[config.mk]
export PLATFORM = sky130hd
export DESIGN_NAME = l2_line_writer_flat
export DESIGN_NICKNAME = d
export VERILOG_FILES = /design/src/rtl/l2_line_writer_pkg.sv /design/src/rtl/l2_line_writer_if.sv /design/src/rtl/l2_state_merge.sv /design/src/rtl/l2_line_writer.sv /design/src/flat_wrapper.sv
export SDC_FILE = /design/constraint.sdc
export NUM_CORES = 1
export LEC_CHECK = 0
export CORE_MARGIN = 2
export CORE_UTILIZATION = 38
export CTS_CLUSTER_DIAMETER = 40
export CTS_CLUSTER_SIZE = 12
export DETAILED_ROUTE_END_ITERATION = 6
export GPL_TIMING_DRIVEN = 0
export HOLD_SLACK_MARGIN = 0.1
export PLACE_DENSITY = 0.77
export SYNTH_ARGS = -nofsm -noshare
export SYNTH_HDL_FRONTEND = slang
export SYNTH_SLANG_ARGS = --single-unit
[constraint.sdc]
create_clock -name clk -period 1.7 [get_ports clk]
set_input_delay 0.17 -clock clk [delete_from_list [all_inputs] [get_ports clk]]
set_output_delay 0.17 -clock clk [all_outputs]
set_load 0.03 [all_outputs]
[src/rtl/l2_line_writer_pkg.sv]
`default_nettype none
// ============================================================================
// Module      : l2_line_writer_pkg
// Description : Shared Spandex L2 types and constants: per-word coherence
//               state encodings, set/way/tag/mask types, the packed per-line
//               state row and the line-writer FSM state type.
// Revision    : 1.0 - initial release
// ============================================================================
package l2_line_writer_pkg;

    // Default geometry of the L2 tag/state array
    localparam int L2_WAYS_DEF        = 8;
    localparam int WORDS_PER_LINE_DEF = 4;
    localparam int L2_SET_BITS_DEF    = 9;
    localparam int L2_TAG_BITS_DEF    = 18;
    localparam int STATE_BITS_DEF     = 2;
    localparam int L2_WAY_BITS_DEF    = $clog2(L2_WAYS_DEF);

    // Per-word Spandex coherence state
    typedef logic [STATE_BITS_DEF-1:0] state_t;

    localparam state_t SPX_I = 2'd0;  // invalid
    localparam state_t SPX_V = 2'd1;  // valid (self-invalidated)
    localparam state_t SPX_S = 2'd2;  // shared
    localparam state_t SPX_R = 2'd3;  // registered (owned)

    typedef logic [L2_WAY_BITS_DEF-1:0]                   l2_way_t;
    typedef logic [L2_SET_BITS_DEF-1:0]                   l2_set_t;
    typedef logic [L2_TAG_BITS_DEF-1:0]                   l2_tag_t;
    typedef logic [WORDS_PER_LINE_DEF-1:0]                word_mask_t;
    // Word j occupies bits [j*STATE_BITS +: STATE_BITS]
    typedef logic [WORDS_PER_LINE_DEF*STATE_BITS_DEF-1:0] state_row_t;

    // Line-writer sequencing states
    typedef enum logic [1:0] {
        ST_IDLE  = 2'd0,
        ST_READ  = 2'd1,
        ST_MERGE = 2'd2,
        ST_WRITE = 2'd3
    } lw_fsm_t;

endpackage : l2_line_writer_pkg
`default_nettype wire

[src/rtl/l2_line_writer_if.sv]
`default_nettype none
// ============================================================================
// Module      : l2_line_writer_if
// Description : Bundle between the L2 controller, the line writer and the
//               tag/state SRAM port.
//                 req_*      : update request (valid/ready handshake)
//                 rd_*       : state-row read strobe, address and read data
//                 wr_*       : state-row / tag write strobe, address and data
//                 evict_wr_* : per-set eviction pointer write
//                 done_*     : completion pulse and all-invalid flag
//               slave  : the line writer
//               master : the controller + SRAM side
// Revision    : 1.0 - initial release
// ============================================================================
interface l2_line_writer_if;
    import l2_line_writer_pkg::*;

    logic       req_valid;
    logic       req_ready;
    l2_set_t    req_set;
    l2_way_t    req_way;
    word_mask_t req_word_mask;
    state_t     req_state;
    logic       req_tag_en;
    l2_tag_t    req_tag;

    logic       rd_en;
    l2_set_t    rd_set;
    l2_way_t    rd_way;
    state_row_t rd_states;

    logic       wr_en;
    l2_set_t    wr_set;
    l2_way_t    wr_way;
    state_row_t wr_states;
    logic       wr_tag_en;
    l2_tag_t    wr_tag;

    logic       evict_wr_en;
    l2_way_t    evict_wr_way;

    logic       done_valid;
    logic       done_line_inv;

    modport slave (
        input  req_valid, req_set, req_way, req_word_mask, req_state,
               req_tag_en, req_tag, rd_states,
        output req_ready, rd_en, rd_set, rd_way, wr_en, wr_set, wr_way,
               wr_states, wr_tag_en, wr_tag, evict_wr_en, evict_wr_way,
               done_valid, done_line_inv
    );

    modport master (
        output req_valid, req_set, req_way, req_word_mask, req_state,
               req_tag_en, req_tag, rd_states,
        input  req_ready, rd_en, rd_set, rd_way, wr_en, wr_set, wr_way,
               wr_states, wr_tag_en, wr_tag, evict_wr_en, evict_wr_way,
               done_valid, done_line_inv
    );

endinterface : l2_line_writer_if
`default_nettype wire

[src/rtl/l2_state_merge.sv]
`default_nettype none
// ============================================================================
// Module      : l2_state_merge
// Description : Combinational per-word state merge. Each word takes the new
//               state where its mask bit is set, otherwise keeps the old
//               state. Also flags a merged row whose every word is SPX_I.
// Ports       : i_old_row  - current state row (word j at [j*SB +: SB])
//               i_mask     - words to replace
//               i_state    - replacement state
//               o_row      - merged row
//               o_all_inv  - every merged word equals SPX_I
// Revision    : 1.0 - initial release
// ============================================================================
module l2_state_merge
    import l2_line_writer_pkg::*;
#(
    parameter int WORDS_PER_LINE = WORDS_PER_LINE_DEF,
    parameter int STATE_BITS     = STATE_BITS_DEF
) (
    input  wire logic [WORDS_PER_LINE*STATE_BITS-1:0] i_old_row,
    input  wire logic [WORDS_PER_LINE-1:0]            i_mask,
    input  wire logic [STATE_BITS-1:0]                i_state,
    output logic      [WORDS_PER_LINE*STATE_BITS-1:0] o_row,
    output logic                                      o_all_inv
);

    logic [WORDS_PER_LINE-1:0] w_word_inv;

    generate
        for (genvar j = 0; j < WORDS_PER_LINE; j++) begin : g_word
            assign o_row[j*STATE_BITS +: STATE_BITS] =
                i_mask[j] ? i_state : i_old_row[j*STATE_BITS +: STATE_BITS];
            assign w_word_inv[j] =
                (o_row[j*STATE_BITS +: STATE_BITS] == STATE_BITS'(SPX_I));
        end
    endgenerate

    assign o_all_inv = &w_word_inv;

endmodule : l2_state_merge
`default_nettype wire

[src/rtl/l2_line_writer.sv]
`default_nettype none
// ============================================================================
// Module      : l2_line_writer
// Description : Read-modify-write of one way's per-word Spandex state row in
//               the L2 tag/state SRAM. A partial mask reads the old row,
//               merges and writes it back (accept T: read T+1, merge T+2,
//               write + done T+3). A full mask skips the read (write + done
//               T+1). Line fills (req_tag_en) also write the tag and advance
//               the set's eviction pointer to the following way.
// Ports       : clk  - clock
//               rst  - synchronous active-high reset
//               bus  - request / SRAM / completion bundle (slave side)
// Revision    : 1.0 - initial release
// ============================================================================
module l2_line_writer
    import l2_line_writer_pkg::*;
#(
    parameter int L2_WAYS        = L2_WAYS_DEF,
    parameter int WORDS_PER_LINE = WORDS_PER_LINE_DEF,
    parameter int L2_SET_BITS    = L2_SET_BITS_DEF,
    parameter int L2_TAG_BITS    = L2_TAG_BITS_DEF,
    parameter int STATE_BITS     = STATE_BITS_DEF
) (
    input  wire logic         clk,
    input  wire logic         rst,
    l2_line_writer_if.slave   bus
);

    localparam int      c_ROW_BITS = WORDS_PER_LINE * STATE_BITS;
    localparam l2_way_t c_LAST_WAY = l2_way_t'(L2_WAYS - 1);

    // ------------------------------------------------------------------
    // Registers
    // ------------------------------------------------------------------
    lw_fsm_t                    r_state;
    logic                       r_ready;

    // Request register: captured once at accept, never resampled
    logic [L2_SET_BITS-1:0]     r_set;
    l2_way_t                    r_way;
    logic [WORDS_PER_LINE-1:0]  r_mask;
    logic [STATE_BITS-1:0]      r_new_state;
    logic                       r_tag_en;
    logic [L2_TAG_BITS-1:0]     r_tag;
    l2_way_t                    r_evict_way;

    // Registered strobes and merged row
    logic                       r_rd_en;
    logic                       r_wr_en;
    logic                       r_wr_tag_en;
    logic                       r_evict_wr_en;
    logic                       r_done;
    logic                       r_done_inv;
    logic [c_ROW_BITS-1:0]      r_row;

    // ------------------------------------------------------------------
    // Merge operand selection
    // In IDLE the merger sees the incoming request so a full-mask update
    // can be committed straight from the accept edge; the old row is a
    // don't-care there because every word is replaced. In MERGE it sees
    // the captured request and the SRAM read data.
    // ------------------------------------------------------------------
    logic [c_ROW_BITS-1:0]      w_mrg_old;
    logic [WORDS_PER_LINE-1:0]  w_mrg_mask;
    logic [STATE_BITS-1:0]      w_mrg_state;
    logic [c_ROW_BITS-1:0]      w_mrg_row;
    logic                       w_mrg_inv;
    logic                       w_accept;
    logic                       w_full_mask;
    l2_way_t                    w_next_way;

    always_comb begin
        w_mrg_old   = '0;
        w_mrg_mask  = r_mask;
        w_mrg_state = r_new_state;
        if (r_state == ST_IDLE) begin
            w_mrg_mask  = bus.req_word_mask;
            w_mrg_state = bus.req_state;
        end else if (r_state == ST_MERGE) begin
            w_mrg_old   = bus.rd_states;
        end
    end

    l2_state_merge #(
        .WORDS_PER_LINE (WORDS_PER_LINE),
        .STATE_BITS     (STATE_BITS)
    ) u_merge (
        .i_old_row (w_mrg_old),
        .i_mask    (w_mrg_mask),
        .i_state   (w_mrg_state),
        .o_row     (w_mrg_row),
        .o_all_inv (w_mrg_inv)
    );

    assign w_accept    = bus.req_valid && r_ready;
    assign w_full_mask = &bus.req_word_mask;
    // Eviction pointer moves to the way after the filled one, wrapping
    assign w_next_way  = (bus.req_way == c_LAST_WAY) ? '0
                                                     : bus.req_way + l2_way_t'(1);

    // ------------------------------------------------------------------
    // Sequencer
    // ------------------------------------------------------------------
    always_ff @(posedge clk) begin
        if (rst) begin
            r_state       <= ST_IDLE;
            r_ready       <= 1'b0;
            r_set         <= '0;
            r_way         <= '0;
            r_mask        <= '0;
            r_new_state   <= '0;
            r_tag_en      <= 1'b0;
            r_tag         <= '0;
            r_evict_way   <= '0;
            r_rd_en       <= 1'b0;
            r_wr_en       <= 1'b0;
            r_wr_tag_en   <= 1'b0;
            r_evict_wr_en <= 1'b0;
            r_done        <= 1'b0;
            r_done_inv    <= 1'b0;
            r_row         <= '0;
        end else begin
            // Strobes are single-cycle unless re-asserted below
            r_rd_en       <= 1'b0;
            r_wr_en       <= 1'b0;
            r_wr_tag_en   <= 1'b0;
            r_evict_wr_en <= 1'b0;
            r_done        <= 1'b0;

            case (r_state)
                ST_IDLE: begin
                    r_ready <= 1'b1;
                    if (w_accept) begin
                        r_ready     <= 1'b0;
                        r_set       <= bus.req_set;
                        r_way       <= bus.req_way;
                        r_mask      <= bus.req_word_mask;
                        r_new_state <= bus.req_state;
                        r_tag_en    <= bus.req_tag_en;
                        r_tag       <= bus.req_tag;
                        r_evict_way <= w_next_way;
                        if (w_full_mask) begin
                            // Full overwrite: no old data needed
                            r_state       <= ST_WRITE;
                            r_row         <= w_mrg_row;
                            r_done_inv    <= w_mrg_inv;
                            r_wr_en       <= 1'b1;
                            r_done        <= 1'b1;
                            r_wr_tag_en   <= bus.req_tag_en;
                            r_evict_wr_en <= bus.req_tag_en;
                        end else begin
                            r_state <= ST_READ;
                            r_rd_en <= 1'b1;
                        end
                    end
                end

                ST_READ: begin
                    // SRAM data arrives during MERGE
                    r_state <= ST_MERGE;
                end

                ST_MERGE: begin
                    r_state       <= ST_WRITE;
                    r_row         <= w_mrg_row;
                    r_done_inv    <= w_mrg_inv;
                    r_wr_en       <= 1'b1;
                    r_done        <= 1'b1;
                    r_wr_tag_en   <= r_tag_en;
                    r_evict_wr_en <= r_tag_en;
                end

                ST_WRITE: begin
                    r_state <= ST_IDLE;
                    r_ready <= 1'b1;
                end

                default: begin
                    r_state <= ST_IDLE;
                    r_ready <= 1'b0;
                end
            endcase
        end
    end

    // ------------------------------------------------------------------
    // Output decode (registered state and request register only)
    // ------------------------------------------------------------------
    assign bus.req_ready     = r_ready;
    assign bus.rd_en         = r_rd_en;
    assign bus.rd_set        = r_set;
    assign bus.rd_way        = r_way;
    assign bus.wr_en         = r_wr_en;
    assign bus.wr_set        = r_set;
    assign bus.wr_way        = r_way;
    assign bus.wr_states     = r_row;
    assign bus.wr_tag_en     = r_wr_tag_en;
    assign bus.wr_tag        = r_tag;
    assign bus.evict_wr_en   = r_evict_wr_en;
    assign bus.evict_wr_way  = r_evict_way;
    assign bus.done_valid    = r_done;
    assign bus.done_line_inv = r_done_inv;

endmodule : l2_line_writer
`default_nettype wire

[src/flat_wrapper.sv]
// flat-port wrapper written by rule: the top's interface ports become plain ports
module l2_line_writer_flat import l2_line_writer_pkg::*;
#(
    parameter int L2_WAYS        = L2_WAYS_DEF,
    parameter int WORDS_PER_LINE = WORDS_PER_LINE_DEF,
    parameter int L2_SET_BITS    = L2_SET_BITS_DEF,
    parameter int L2_TAG_BITS    = L2_TAG_BITS_DEF,
    parameter int STATE_BITS     = STATE_BITS_DEF
)
  (clk, rst, bus_req_valid, bus_req_set, bus_req_way, bus_req_word_mask, bus_req_state, bus_req_tag_en, bus_req_tag, bus_rd_states, bus_req_ready, bus_rd_en, bus_rd_set, bus_rd_way, bus_wr_en, bus_wr_set, bus_wr_way, bus_wr_states, bus_wr_tag_en, bus_wr_tag, bus_evict_wr_en, bus_evict_wr_way, bus_done_valid, bus_done_line_inv);
  l2_line_writer_if bus_i ();
  input  wire logic clk;
  input  wire logic rst;
  input wire logic [$bits(bus_i.req_valid)-1:0] bus_req_valid;
  input wire logic [$bits(bus_i.req_set)-1:0] bus_req_set;
  input wire logic [$bits(bus_i.req_way)-1:0] bus_req_way;
  input wire logic [$bits(bus_i.req_word_mask)-1:0] bus_req_word_mask;
  input wire logic [$bits(bus_i.req_state)-1:0] bus_req_state;
  input wire logic [$bits(bus_i.req_tag_en)-1:0] bus_req_tag_en;
  input wire logic [$bits(bus_i.req_tag)-1:0] bus_req_tag;
  input wire logic [$bits(bus_i.rd_states)-1:0] bus_rd_states;
  output wire logic [$bits(bus_i.req_ready)-1:0] bus_req_ready;
  output wire logic [$bits(bus_i.rd_en)-1:0] bus_rd_en;
  output wire logic [$bits(bus_i.rd_set)-1:0] bus_rd_set;
  output wire logic [$bits(bus_i.rd_way)-1:0] bus_rd_way;
  output wire logic [$bits(bus_i.wr_en)-1:0] bus_wr_en;
  output wire logic [$bits(bus_i.wr_set)-1:0] bus_wr_set;
  output wire logic [$bits(bus_i.wr_way)-1:0] bus_wr_way;
  output wire logic [$bits(bus_i.wr_states)-1:0] bus_wr_states;
  output wire logic [$bits(bus_i.wr_tag_en)-1:0] bus_wr_tag_en;
  output wire logic [$bits(bus_i.wr_tag)-1:0] bus_wr_tag;
  output wire logic [$bits(bus_i.evict_wr_en)-1:0] bus_evict_wr_en;
  output wire logic [$bits(bus_i.evict_wr_way)-1:0] bus_evict_wr_way;
  output wire logic [$bits(bus_i.done_valid)-1:0] bus_done_valid;
  output wire logic [$bits(bus_i.done_line_inv)-1:0] bus_done_line_inv;
  assign bus_i.req_valid = bus_req_valid;
  assign bus_i.req_set = bus_req_set;
  assign bus_i.req_way = bus_req_way;
  assign bus_i.req_word_mask = bus_req_word_mask;
  assign bus_i.req_state = bus_req_state;
  assign bus_i.req_tag_en = bus_req_tag_en;
  assign bus_i.req_tag = bus_req_tag;
  assign bus_i.rd_states = bus_rd_states;
  assign bus_req_ready = bus_i.req_ready;
  assign bus_rd_en = bus_i.rd_en;
  assign bus_rd_set = bus_i.rd_set;
  assign bus_rd_way = bus_i.rd_way;
  assign bus_wr_en = bus_i.wr_en;
  assign bus_wr_set = bus_i.wr_set;
  assign bus_wr_way = bus_i.wr_way;
  assign bus_wr_states = bus_i.wr_states;
  assign bus_wr_tag_en = bus_i.wr_tag_en;
  assign bus_wr_tag = bus_i.wr_tag;
  assign bus_evict_wr_en = bus_i.evict_wr_en;
  assign bus_evict_wr_way = bus_i.evict_wr_way;
  assign bus_done_valid = bus_i.done_valid;
  assign bus_done_line_inv = bus_i.done_line_inv;
  l2_line_writer #(.L2_WAYS(L2_WAYS), .WORDS_PER_LINE(WORDS_PER_LINE), .L2_SET_BITS(L2_SET_BITS), .L2_TAG_BITS(L2_TAG_BITS), .STATE_BITS(STATE_BITS)) u_core (.clk(clk), .rst(rst), .bus(bus_i));
endmodule
# ---- Yosys cells after proc, flatten, opt, wreduce, memory -nomap -nowiden
# Index checks and enable logic that the tools add are counted.
# Widths: inputs -> output; s select.
dict set report word_totals {
  output_inout_bits 60
  register_bits 55
  word_cells 63
}
dict set report op_classes {
  muxes 27
  eq_ne 6
  n_reduce_logical 13
  bitwise 2
  addsub 1
}
# cell n
set ops {}
lappend ops {{$mux 8} 4}
lappend ops {{$pmux 8 s2} 1}
lappend ops {{$mux 2} 7}
lappend ops {{$logic_not 2->1} 5}
lappend ops {{$mux 1} 8}
lappend ops {{$pmux 1 s2} 4}
lappend ops {{$pmux 2 s4} 1}
lappend ops {{$reduce_and 4->1} 2}
lappend ops {{$eq 2x2->1 const B} 2}
lappend ops {{$mux 4} 1}
lappend ops {{$ne 2x1->1 const B} 2}
lappend ops {{$reduce_bool 2->1} 2}
lappend ops {{$add 3x1->3 const B} 1}
lappend ops {{$eq 3x3->1 const B} 1}
lappend ops {{$mux 3} 1}
lappend ops {{$reduce_and 3->1} 1}
lappend ops {{$reduce_or 3->1} 1}
lappend ops {{$eq 2x1->1 const B} 1}
lappend ops {{$not 1->1} 2}
lappend ops {{$reduce_and 2->1} 1}
lappend ops {{$logic_and 1x1->1} 1}

# ---- Longest topological paths before layout
dict set report depth {
  ltp_word 9
  mapped_depth 8
}

# ---- By module
# From an unflattened synthesis, not the netlist that was laid out.
dict set report hier_totals {
  cells_unflattened 294
  area_unflattened_um2 2456.1
}
# mod seq_area_each_um2 instances cells_each area_each_um2
set modules_own_cells {}
lappend modules_own_cells {l2_line_writer 1101.1 1 275 2311.0}
lappend modules_own_cells {l2_state_merge 0.0 1 19 145.1}

# ---- Worst setup path after synthesis
# Ideal clock, no wire load.
dict set report synth_path {
  kind {reg2reg}
  start {reg u_core.r_state[0]}
  end {reg u_core.r_done_inv (netlist: u_core.bus.done_line_inv)}
  arrival_time_ns 1.655
  stages_incl_launch_ff 8
  path_buffers 1
  required_time_ns 1.614
  synth_period_minus_slack_ns 1.741
  setup_ns 0.086
  setup_slack_ns -0.041
  path_cell_list {dfxtp_1 > inv_1 > ha_1 > buf_6 > and3_1 > or3_2 > o32a_2 > a221oi_2}
}
dict set report synth_via {
  elab_chain_cells 9
}
# item line_no
set synth_lines {}
lappend synth_lines {{from (decl)} l2_line_writer.sv:35} ;# lw_fsm_t r_state;
lappend synth_lines {{from (signal assigned)} l2_line_writer.sv:106} ;# r_state <= ST_IDLE;
lappend synth_lines {{from (signal assigned)} l2_line_writer.sv:144} ;# r_state <= ST_WRITE;
lappend synth_lines {{from (signal assigned)} l2_line_writer.sv:152} ;# r_state <= ST_READ;
lappend synth_lines {{$eq 2x2->1} {l2_line_writer.sv:79, l2_line_writer.sv:130}}
lappend synth_lines {{$mux 8} l2_line_writer.sv:79} ;# end else if (r_state == ST_MERGE) begin
lappend synth_lines {{$mux 8} l2_line_writer.sv:76} ;# if (r_state == ST_IDLE) begin
lappend synth_lines {{$mux 2} l2_state_merge.sv:32} ;# i_mask[j] ? i_state : i_old_row[j*STATE_BITS +: STATE_BITS];
lappend synth_lines {{$logic_not 2->1} l2_state_merge.sv:34} ;# (o_row[j*STATE_BITS +: STATE_BITS] == STATE_BITS'(SPX_I));
lappend synth_lines {{$reduce_and 4->1} l2_state_merge.sv:38} ;# assign o_all_inv = &w_word_inv;
lappend synth_lines {{$mux 1} l2_line_writer.sv:142} ;# if (w_full_mask) begin
lappend synth_lines {{$mux 1} l2_line_writer.sv:133} ;# if (w_accept) begin
lappend synth_lines {{$pmux 1 s2} l2_line_writer.sv:130} ;# case (r_state)
lappend synth_lines {{to (signal assigned)} l2_line_writer.sv:146} ;# r_done_inv <= w_mrg_inv;
lappend synth_lines {{to (signal assigned)} l2_line_writer.sv:166} ;# r_done_inv <= w_mrg_inv;
lappend synth_lines {{to (decl)} l2_line_writer.sv:53} ;# logic r_done_inv;
# Several ways; a longest one is shown, not always the timed one. The select of a mux whose other input is x is not followed.
# A chain may end at the register's enable or synchronous reset.

# ---- Worst setup path after layout
dict set report layout_path {
  start {reg u_core.r_state[1]}
  end {reg u_core.r_row[2] (netlist: u_core.bus.wr_states[2])}
}
dict set report layout_via {
  elab_chain_cells 7
}
# item line_no
set layout_lines {}
lappend layout_lines {{$eq 2x2->1} {l2_line_writer.sv:79, l2_line_writer.sv:130}}
lappend layout_lines {{$mux 8} l2_line_writer.sv:79}
lappend layout_lines {{$mux 8} l2_line_writer.sv:76}
lappend layout_lines {{$mux 2} l2_state_merge.sv:32}
lappend layout_lines {{$mux 8} l2_line_writer.sv:142}
lappend layout_lines {{$mux 8} l2_line_writer.sv:133}
lappend layout_lines {{$pmux 8 s2} l2_line_writer.sv:130}
lappend layout_lines {{to (signal assigned)} l2_line_writer.sv:145} ;# r_row <= w_mrg_row;
lappend layout_lines {{to (signal assigned)} l2_line_writer.sv:165} ;# r_row <= w_mrg_row;
lappend layout_lines {{to (decl)} l2_line_writer.sv:54} ;# logic [c_ROW_BITS-1:0] r_row;
# Several ways; a longest one is shown, not always the timed one. The select of a mux whose other input is x is not followed.

==> impl_metrics.py <==
metrics = {
    "worst_setup_path": {
        "critPathKind": "reg -> reg",
        "cp_max_fo": 10,
        "cp-end-kind": "flip-flop",
        "r2r_slack_ns": 0.02,
        "worst_ep_required_time_ns": 1.89,
        "critPathArrivalTime_ns": 1.87,
        "crit_path_start_kind": "flip-flop",
    },
    "cells_and_area": {
        "fin_nets": 471,
        "diodes": 0,
        "drive_above_1_share_pct": 15.6,
        "areaGrowthSynthToFinish_pct": 60.8,
    },
    "synth": {
        "async_flop_share_pct": 0,
        "netlist.area_leader.share_pct": 45.0,
        "ys_seq_area_share_pct": 45.0,
        "synthFlopType": "dfxtp_1",
        "yosysWarnings": 0,
        "netlist_instances": 296,
        "ys_top_cells_by_area": "dfxtp_1 (45%), nand2_1 (12%), a21oi_1 (8.6%)",
        "yosysUniqueCellTypes": 40,
        "synth-edff-count": 0,
        "syn_area_per_cell_um2": 8.26,
        "synth_most_common_cell": "nand2_1",
        "synth_fp_nets": 350,
        "synth_common_cells": "nand2_1 (81), dfxtp_1 (55), a21oi_1 (42)",
        "syn_area_um2": 2450,
        "yosys.area.top_type": "dfxtp_1",
        "synth_seq_cells": 55,
    },
    "grt": {
        "antenna_found_initial": 0,
        "overflow": 0,
        "grt_pass1_vias": 2447,
        "grt_first_pass_wirelength_mm": 11.3,
        "track_usage_pct": 19.5,
        "grt_max_degree": 17,
    },
    "sta": {
        "period_needed_ns": 1.68,
        "fin_worst_skew_ns": 0.00834,
        "period_share_pct": 98.9,
        "tightest_slew_ns": 0.537,
        "fmax_mhz": 595,
        "slew-limit-headroom_pct": 64.2,
        "rsz0062_at_grt": "yes",
        "finalMaxSlewViolations": 0,
        "postLayoutSetupSlackWorst_ns": 0.0192,
        "setup_viol": 0,
        "hold_viol_final": 0,
    },
    "clocking": {
        "cts_tree": "built",
        "cts_sinks": 55,
        "path_clk_slew_ns": 0.10,
        "cts_max_path_buffers": 2,
        "cts-buffers-inserted": 5,
        "htreeDepth": 2,
        "clk_latency_ns": 0.31,
        "root_buffer": "clkbuf_8",
    },
    "detailed_routing": {
        "dr_total_vias": 2434,
        "wl_per_cell_um": 14.0,
        "drt_iter0_drc": 97,
        "route.antenna.remaining_nets": 0,
        "drt_first_pass_iters": 5,
        "vias_per_cell": 4.92,
        "wl_mm": 6.93,
        "drc": 0,
    },
    "floorplanning": {
        "start_util_pct": 39.0,
        "core.rowCount": 29,
        "die_x_um": 84.2,
        "coreArea_um2": 6280,
        "pin_count": 108,
        "die-area_um2": 7090,
        "die_y_um": 84.2,
    },
    "power": {
        "power_density_nw_per_um2": 1420,
        "finalPower_mw": 5.58,
        "p_seq_share_pct": 31.3,
        "intPower_mw": 3.39,
        "vdd_drop_max_v": 0.000829,
        "p_switching_mw": 2.19,
        "swShare_pct": 39.3,
        "pwr-share-clk_pct": 16.4,
        "leakagePower_nw": 1.45,
        "combPwrFrac_pct": 52.4,
    },
    "place": {
        "port_buffers": 107,
        "dpl.hpwl_mm": 4.95,
        "routabilityCongestion": 0.843,
        "pre_cts_ws_ns": -0.366,
    },
    "hold_path": {
        "hold_class": "in -> reg",
    },
    "run": {
        "max_cap_violations": 0,
    },
    "run_status": {
        "status": "finished, final reports clean",
    },
}
-- layout by cell type (no fill, tap or decap), types with 3 or more instances in the layout --
master           instances
clkdlybuf4s50_1        104
nand2_1                 81
dfxtp_1                 53
a21oi_1                 42
buf_4                   21
nor2_1                  19
a211oi_1                 9
clkbuf_1                 8
clkbuf_8                 7
a31oi_1                  6
nor3_1                   5
mux2i_4                  4
clkbuf_2                 4
nand3b_1                 3
o21ai_0                  3
ha_1                     3
dlymetal6s2s_1           3
-- kinds of logic (layout without fill, tap and decap cells) --
kind of cell / Yosys count / after routing / share of synthesized area (%)
fa+ha+maj: 6 / 6 / 3.07
simple gates: 123 / 123 / 21.7
compound gates: 69 / 69 / 17.9
buf+inv: 35 / 157 / 8.85
flops: 55 / 55 / 45.0
mux: 8 / 8 / 3.48
-- worst max-delay path: stages (launching register included) --
cell	delay [ns]
dfxtp_2	0.35
inv_2	0.09
ha_4	0.23
buf_8	0.18
mux2i_4	0.30
nor2_1	0.06
a31oi_1	0.22
a211oi_2	0.10
-- area by class of cell --
cell class | instances | area [µm²]
Buffer | 31 | 205
Multi-Input combinational cell | 206 | 1250
Clock inverter | 2 | 35.0
Clock buffer | 6 | 82.6
Inverter | 3 | 13.8
Tap cell | 77 | 96.3
Sequential cell | 55 | 1100
Timing Repair Buffer | 115 | 1140
Fill cell | 551 | 2340
-- flip-flops by register name (all words and copies together) (netlist names), 2 cells and up --
name / cells
u_core.bus.evict_wr_way: 3
u_core.bus.rd_set: 9
u_core.bus.rd_way: 3
u_core.bus.wr_states: 8
u_core.bus.wr_tag: 18
u_core.r_mask: 4
u_core.r_new_state: 2
u_core.r_state: 2
-- routing by layer --
| metal | global-route usage [%] | wire [µm] |
|---|---|---|
| met1 | 23.0 | 2980 |
| met3 | 4.82 | 378 |
| met5 | 0 | 0 |
| met2 | 35.1 | 3510 |
| met4 | 5.13 | 63 |
-- worst paths after layout --
check | start | endpoint | cells past startpoint
max | u_core.r_state[1]$_SDFFE_PP0N_ | u_core.bus.wr_states[2]$_SDFFE_PP0P_ | 7
min | bus_req_word_mask[2] | u_core.r_mask[2]$_SDFFE_PP0N_ | 3
max reg2reg | u_core.r_state[1]$_SDFFE_PP0N_ | u_core.bus.wr_states[2]$_SDFFE_PP0P_ | 7
min reg2reg | u_core.bus.wr_tag[15]$_SDFFE_PP0N_ | u_core.bus.wr_tag[15]$_SDFFE_PP0N_ | 2
-- metrics by stage --
stage	cells	setup TNS [ns]	area, µm²	util (%)	hold WS (ns)
after floorplan	296	0	2460	-	0.306
after global placement	480	-2.32	3630	57.8	0.442
after detailed placement	480	-2.43	3630	57.8	0.448
after CTS	495	-0.000490	3890	62.0	0.391
after global routing	495	-0.119	3930	62.6	0.278
final	495	0	3930	62.6	0.257
-- power groups by stage --
stage               sequential, mW  clock [mW]  combinational (mW)
floorplan                     2.19           0                1.22
global placement              1.75           0                2.52
detailed placement            1.76           0                2.55
CTS                           1.74       0.921                2.83
global route                  1.78       0.982                3.13
finish                        1.75       0.914                2.92
-- what timing repair did --
action / CTS / global route
pin swaps: 2 / 3
resized for setup: 19 / 15
cloned: 0 / 0
hold buffers: 0 / 0
setup buffers: 7 / 1
endpoints found under the hold margin: 0 / 0
setup endpoints to repair: 31 / 29
(Power assumes the default switching activity.)
==> edit (same settings) <==
Change the package constant `WORDS_PER_LINE_DEF` from 4 to 8.
--- a/src/rtl/l2_line_writer_pkg.sv
+++ b/src/rtl/l2_line_writer_pkg.sv
@@ -10,7 +10,7 @@
 
     // Default geometry of the L2 tag/state array
     localparam int L2_WAYS_DEF        = 8;
-    localparam int WORDS_PER_LINE_DEF = 4;
+    localparam int WORDS_PER_LINE_DEF = 8;
     localparam int L2_SET_BITS_DEF    = 9;
     localparam int L2_TAG_BITS_DEF    = 18;
     localparam int STATE_BITS_DEF     = 2;
Interface: changed (resized bus_rd_states, bus_req_word_mask and bus_wr_states); port bits go from 108 to 128. No check against the original RTL was run, so the function may have changed too.
==> edit against the original RTL <==
- the flow now finishes with violations (setup timing)
- setup slack worse by 420 ps
- clock skew down 3.5 ps
- sequential share of layout area down 3.7 points
- sequential cell count up 12
- synthesized cell count up 26%
- wire length up 56%
- cell area up 40%
- area after synthesis up 22%
- total power up 35%
- core utilization up 9.2 points
- critical path depth up 1
==> edit: results (changes against the original RTL) <==
metric;value;unit;change
status;finished with violations;;
failed_checks;setup timing;;
placedInstanceArea;4420;um2;+22%
max-slew-margin-rel;55.5;%;-8.7 points
clk_share;3.24;%;+0.25 points
critPathSlowestCell;mux2i_2;;
numClockSinks;67;;+22%
final.fill_count;559;;+1.5%
finalNonFillerCells;656;;+33%
dieArea;8580;um2;+21%
setup_viol_count_final;18;;+18
seq-cell-share;24.3;%;-3.7 points
h-tree-depth;3;;+1
max_stage_delay;430;ps;+80 ps
multi_input_area_share;32.7;%;+0.83 points
nClkBuffers;13;;+7
grt_pass1_wl;15500;um;+37%
multi_input_gates;268;;+30%
grt_pass1_vias;3225;;+32%
r2r_end;u_core.bus.done_line_inv;;
synth_area_leaders;dfxtp_1 (45%), nand2_1 (11%), a21oi_1 (7.9%);;
cp.arrival;2370;ps;+500 ps
ff2ff_path_depth;8;;+1
drtIter0Drc;150;;+55%
leakage;2.03;nW;+40%
r2r_start;u_core.r_state[0];;
signal_buffers;201;;+38%
yosysSeqAreaShare;44.9;%;-0.10 points
clk_pin_slew;70;ps;-30 ps
ys_top_cells_by_count;nand2_1 (89), dfxtp_1 (67), a21oi_1 (47);;
grt_max_degree;11;;-6
path_delay_family;compound AO/OA/AOI/OAI gates;;
crit_path_max_fanout;7;;-3
hpwl;6610;um;+34%
io_buffers;127;;+19%
vias_per_cell;5.28;;+7.3%
place_congestion;0.838;;-0.60%
dp.cells;603;;+26%
syn_nets;440;;+26%
syn_area_per_cell;7.99;um2;-3.4%
ys_types;34;;-15%
setup_slack;-398;ps;-417 ps
[edit: worst min-delay path by stage]
stage                                      from                     to  slack, ps
after detailed placement  u_core.bus.wr_tag[11]  u_core.bus.wr_tag[11]        450
after global placement    u_core.r_new_state[1]  u_core.r_new_state[1]        440
after global routing            bus_req_tag[10]  u_core.bus.wr_tag[10]        380
after CTS                        bus_req_tag[0]   u_core.bus.wr_tag[0]        370
final                            bus_req_tag[0]   u_core.bus.wr_tag[0]        380
after floorplan            bus_req_word_mask[1]       u_core.r_mask[1]        310
[edit: where the power goes]
part	switching [mW]	internal [mW]
sequential	0.226	1.86
clock	0.580	0.637
combinational	2.14	2.11
[edit: logic make-up (layout without fill, tap and decap cells)]
logic type               Yosys count  in the layout  share of synthesized area (%)
AND/OR/NAND/NOR                  167            169                           23.5
AO/OA/AOI/OAI                     80             80                           16.2
flip-flops                        67             67                           44.9
buffers and inverters             41            219                           7.58
multiplexers                      13             13                           5.32
adder cells (fa/ha/maj)            6              6                           2.51
[edit: tightest hold or removal path, stage by stage]
cell             delay, ps
clkdlybuf4s50_1        400
nand2_1                 60
a21oi_1                 50
[edit: what timing repair did]
action	in CTS	in global routing
resized for setup	64	82
setup buffers	24	7
pin swaps	10	12
endpoints found under the setup margin	59	59
cloned	2	7
[edit: routing by layer]
layer | up-vias | wire (um) | GRT usage [%]
met5 | - | 0 | 0
met4 | 0 | 294 | 8.70
met3 | 32 | 670 | 3.58
met2 | 164 | 5490 | 39.9
met1 | 1624 | 4340 | 27.7
li1 | 1641 | - | -
[edit: through the flow]
stage          TNS (ps)  worst slack (ps)  utilization, %
6_report          -2010              -398            71.9
2_1_floorplan      -265              -265               -
5_1_grt           -4300              -436            71.9
3_3_place_gp     -19090              -523            57.6
3_5_place_dp     -21840              -580            57.6
4_1_cts           -1050              -340            65.9
